$ cat config.mk
export PLATFORM = sky130hd
export DESIGN_NAME = gray_counter_sync
export DESIGN_NICKNAME = d
export VERILOG_FILES = /design/src/rtl/gray_counter_sync.sv
export SDC_FILE = /design/constraint.sdc
export NUM_CORES = 1
export LEC_CHECK = 0
export CAP_MARGIN = 10
export CORE_UTILIZATION = 49
export CTS_CLUSTER_DIAMETER = 30
export DETAILED_ROUTE_END_ITERATION = 12
export PLACE_DENSITY = 0.84
export SYNTH_ARGS = -nofsm -noshare
export SYNTH_HDL_FRONTEND = slang
export SYNTH_SLANG_ARGS = --single-unit
$ cat constraint.sdc
create_clock -name clk -period 6 [get_ports clk]
set_input_delay 0.9 -clock clk [delete_from_list [all_inputs] [get_ports clk]]
set_output_delay 0.9 -clock clk [all_outputs]
set_load 0.05 [all_outputs]
$ cat src/rtl/gray_counter_sync.sv
// Width-generic synchronous Gray-code counter with up/down, enable, Gray load and a terminal-event pulse.
// Define GRAY_COUNTER_SAT_EN to saturate at the limits instead of wrapping.
module gray_counter_sync #(
    parameter int               WIDTH    = 5,
    parameter logic [WIDTH-1:0] RST_GRAY = '0
) (
    input  logic             clk,
    input  logic             rst,
    input  logic             en,
    input  logic             up,
    input  logic             load,
    input  logic [WIDTH-1:0] load_gray,
    output logic [WIDTH-1:0] gray,
    output logic [WIDTH-1:0] bin,
    output logic             wrap
);

    // Prefix XOR from the MSB down: each binary bit folds in every Gray bit above it.
    function automatic logic [WIDTH-1:0] g2b(input logic [WIDTH-1:0] g);
        logic [WIDTH-1:0] b;
        b[WIDTH-1] = g[WIDTH-1];
        for (int k = WIDTH - 2; k >= 0; k--) begin
            b[k] = b[k+1] ^ g[k];
        end
        return b;
    endfunction

    localparam logic [WIDTH-1:0] RST_BIN = g2b(RST_GRAY);
    localparam logic [WIDTH-1:0] MAX_BIN = {WIDTH{1'b1}};

    logic [WIDTH-1:0] bin_q,  bin_d;
    logic [WIDTH-1:0] gray_q, gray_d;
    logic             wrap_q, wrap_d;
    logic             terminal;

    assign terminal = up ? (bin_q == MAX_BIN) : (bin_q == '0);

    always_comb begin
        // NOTE: every next-state value gets a default first so no branch can infer a latch.
        bin_d  = bin_q;
        wrap_d = 1'b0;
        if (load) begin
            bin_d = g2b(load_gray);
        end else if (en) begin
            wrap_d = terminal;
`ifdef GRAY_COUNTER_SAT_EN
            if (!terminal) begin
                bin_d = up ? bin_q + WIDTH'(1) : bin_q - WIDTH'(1);
            end
`else
            bin_d = up ? bin_q + WIDTH'(1) : bin_q - WIDTH'(1);
`endif
        end
        // Gray is registered from the next binary value so the output never decodes bin_q.
        gray_d = load ? load_gray : (bin_d ^ (bin_d >> 1));
    end

    always_ff @(posedge clk) begin
        // NOTE: state registers use non-blocking assignments so all three update together on the edge.
        if (rst) begin
            bin_q  <= RST_BIN;
            gray_q <= RST_GRAY;
            wrap_q <= 1'b0;
        end else begin
            bin_q  <= bin_d;
            gray_q <= gray_d;
            wrap_q <= wrap_d;
        end
    end

    assign bin  = bin_q;
    assign gray = gray_q;
    assign wrap = wrap_q;

endmodule

### Word level (Yosys, flattened, before mapping)

Index checks and enable logic that the tools add are counted.

* register bits: 11
* bits of input ports: 10
* output and inout port bits: 11
* word-level logic and storage cells: 19

* $add $sub $neg: 2
* eq/ne operators: 1
* mux-type cells: 5
* bitwise logic cells: 6
* reduce and logical (&&, ||, !) cells: 2

Operators by type and width (number)
* $mux 5: 4
* $add 5x1->5 const B: 1
* $eq 5x5->1 const B: 1
* $logic_not 5->1: 1
* $sub 5x1->5 const B: 1
* $xor 5x4->5: 1
* $xor 1x1->1: 4
* $reduce_or 3->1: 1
* $mux 1: 1
* $not 1->1: 1

### Longest topological paths before layout

* depth after elaboration: 7
* gate-level depth with buffers: 7
* mapped depth without buffers: 7

### Least setup slack after synthesis

Ideal clock, no wire load.

* path type: input to register
* start point: input port up
* end point: register gray_q[3] (netlist: gray[3])
* arrival time: 2540 ps
* required time: 5897 ps
* path slack: 3357 ps
* cell stages on the path: 7
* path buffers: 0
* cells stage by stage: inv_1 -> ha_1 -> nor2b_4 -> or4_1 -> and4_4 -> o211a_1 -> a2111oi_2

* word-level cells in the longest chain between the ends: 5

Ends and longest elaborated chain
* start, declared: RTL line 10 `input logic up,`
* $mux 5: RTL line 51 `bin_d = up ? bin_q + WIDTH'(1) : bin_q - WIDTH'(1);`
* $mux 5: RTL line 44 `end else if (en) begin`
* $mux 5: RTL line 42 `if (load) begin`
* $xor 5x4->5: RTL line 55 `gray_d = load ? load_gray : (bin_d ^ (bin_d >> 1));`
* $mux 5: RTL line 55
* end signal, assigned: RTL line 66 `gray_q <= gray_d;`
* end, declared: RTL line 32 `logic [WIDTH-1:0] gray_q, gray_d;`

No other way between the ends.
A chain may end at the register's enable or synchronous reset.

### Worst setup path after layout

Same ends and word-level chain as after synthesis.

==> results.yml <==
outcome:
  status: "completed"
logic_synthesis:
  ys.warnings.count: 0
  syn_nets: 95
  syn_area_sq_um: 724.4
  synth_seq_cells: 10
  synth.avg_cell_area_sq_um: 8.944
  synth_cells: 81
  seq_area_frac_synth_pct: 27.63
  yosys.cell_types.count: 35
grt:
  grt_pass1_vias: 555
  grt_overflow: 0
  gr-usage-all-layers_pct: 20.55
  grt_max_degree: 16
  antenna_found_initial: 0
  grt_pass1_wl_um: 2297
power:
  ir_drop_mv: 0.1780
  clockPowerShare_pct: 23.2
  intPower_uw: 159.9
  pwr-share-seq_pct: 31.1
  powerDensity_mw_per_mm2: 275.2
  switching_share_pct: 38.76
  p_leak_nw: 0.3768
  switchingPower_uw: 101.2
  combPwrFrac_pct: 45.6
run:
  maxCapViolCount: 0
timing:
  fin_crit_sh_pct: 54.12
  finalHoldViolCount: 0
  period_minus_slack_ps: 3247
  rsz0062_at_grt: "no"
  drv_slew: 0
  skew_ps: 2.408
  setup_ws_ps: 2753
  setup_violations: 0
  max-slew-margin-rel_pct: 64.41
  fin_tns_setup_ps: 0
  fmax_mhz: 308.0
  tightest_slew_ps: 532.2
die:
  core_area_sq_mm: 0.001334
  die_w_um: 40.45
  pin_count: 21
  num_rows: 13
  dieArea_sq_mm: 0.001636
  die_h_um: 40.45
  initial_core_util_pct: 54.32
drt:
  first_pass_iters: 4
  drt_wl_total_um: 1533
  drt-initial-drc-count: 18
  drc: 0
  ant_nets: 0
  vias: 670
  routed_via_density: 5.776
  routedWlPerCell_um: 13.22
cts:
  htreeDepth: 1
  post_cts_resized: 0
  cts_hold_buf: 0
  clk_pin_slew_worst_paths_ps: 70
  clkSinkCount: 10
  clk_latency_ps: 270
  cts_tree: "built"
  cts_inserted_buffers: 3
  clockRootBuffer: "clkbuf_4"
  postCtsSetupRepairBufs: 0
  clockBufferDepth: 2
critical_path:
  cp_data_required_time_ps: 6170
  start_kind: "input port"
  critical_path_class: "in2reg"
  crit_fanout: 9
  r2r.worst_path.cells: 6
  endpoint_kind: "register"
  r2r_slack_ps: 3880
  worstPathArrival_ps: 3410
layout:
  fin_area_sq_um: 948.4
  antenna_cells: 0
  drive_gt1_share_pct: 8.911
  final_common_cell: "clkdlybuf4s50_1"
  nets: 116
  fin_util_pct: 71.11
  mostFrequentLayoutCells: "20 x clkdlybuf4s50_1, 10 x dfxtp_1, 7 x nor2_1"
  syn2layout_area_growth_pct: 30.92
placed_design:
  dpl_worst_slack_ps: 2497
  gp_congestion: 0.7223
  post_dp_cell_area_sq_um: 912.1
  port_buffers: 20
  dp_hpwl_um: 1125
hold_path:
  hold_depth: 2
  hp-class: "reg2reg"
[cell families (layout without fill, tap and decap cells)]
logic type,Yosys count,in the layout,synth area share [%]
AOI/OAI and AO/OA,18,18,18.14
xor gates and xnor gates,9,9,10.88
adders and majority gates,4,4,7.945
buffers and inverters,9,29,6.907
DFF,10,10,27.63
muxes,3,3,4.145
and+or+nand+nor,28,28,24.35
[worst paths after layout]
path                startpoint                  to
min          bin[1]$_SDFF_PP0_     wrap$_SDFF_PP0_
max reg2reg  bin[2]$_SDFF_PP0_  gray[3]$_SDFF_PP0_
max                         up  gray[3]$_SDFF_PP0_
min reg2reg  bin[1]$_SDFF_PP0_     wrap$_SDFF_PP0_
[registers in the layout, summed over array words and instances, names as in the netlist]
name	cells
gray	4
bin	5
wrap	1
[worst max-delay path, stage by stage]
cell	delay (ps)
clkdlybuf4s50_1	670
inv_1	150
ha_1	380
nor2b_4	160
or4_1	460
and4_4	200
o211a_1	230
a2111oi_2	260
[power by group through the flow]
| stage | registers, mW | clock network (mW) | logic (mW) |
|---|---|---|---|
| final | 0.0813 | 0.0606 | 0.119 |
| after global routing | 0.0824 | 0.0656 | 0.128 |
| after CTS | 0.0810 | 0.0625 | 0.119 |
| after detailed placement | 0.0824 | 0 | 0.118 |
| after global placement | 0.0822 | 0 | 0.117 |
| after floorplan | 0.109 | 0 | 0.0596 |
[synthesized netlist by cell type]
library cell / count / share of area (%)
a2111oi_2: 1 / 2.1
a211oi_1: 5 / 5.2
a21oi_1: 4 / 2.8
a311oi_1: 1 / 1.2
a31oi_1: 2 / 1.7
and4_1: 1 / 1.2
and4_4: 1 / 1.6
and4bb_2: 1 / 1.7
buf_4: 3 / 3.1
clkinv_1: 1 / 0.52
dfxtp_1: 10 / 28
dlygate4sd1_1: 1 / 1.2
fa_1: 1 / 2.8
ha_1: 3 / 5.2
inv_1: 4 / 2.1
mux2i_1: 3 / 4.1
nand2_1: 5 / 2.6
nand2b_1: 1 / 0.86
nand3_1: 1 / 0.69
nand3b_1: 2 / 2.1
nand4b_1: 1 / 1.2
nor2_1: 7 / 3.6
nor2b_1: 1 / 0.86
nor2b_4: 1 / 1.9
nor3_1: 1 / 0.69
nor4b_1: 2 / 2.4
o2111ai_1: 1 / 1.2
o211a_1: 1 / 1.4
o211ai_1: 1 / 1.0
o21ai_0: 1 / 0.69
o22ai_1: 1 / 0.86
or2_2: 1 / 0.86
or4_1: 2 / 2.1
xnor2_1: 5 / 6.0
xor2_1: 4 / 4.8
[routing by layer]
layer / wire length, um / track usage [%] / up-vias
met5: 0 / 0 / -
met4: 17 / 7.500 / 0
met3: 69 / 1.667 / 2
met2: 708 / 33.73 / 23
met1: 737 / 27.67 / 307
li1: - / - / 338
[area by class of cell]
cell class | count | area [sq um]
Multi-Input combinational cell | 62 | 474.2
Sequential cell | 10 | 200.2
Clock buffer | 4 | 36.28
Tap cell | 15 | 18.77
Fill cell | 112 | 385.4
Timing Repair Buffer | 20 | 200.2
Inverter | 5 | 18.77
[metrics by stage]
| stage | cells | hold slack, ps | total power, mW |
|---|---|---|---|
| floorplan | 81 | 804.2 | 0.1684 |
| global placement | 112 | 642.5 | 0.1988 |
| detailed placement | 112 | 633.8 | 0.2004 |
| global route | 116 | 709.8 | 0.2763 |
| finish | 116 | 659.6 | 0.2610 |
| CTS | 116 | 643.8 | 0.2627 |
Note: power is estimated with default switching activity, not from simulation.
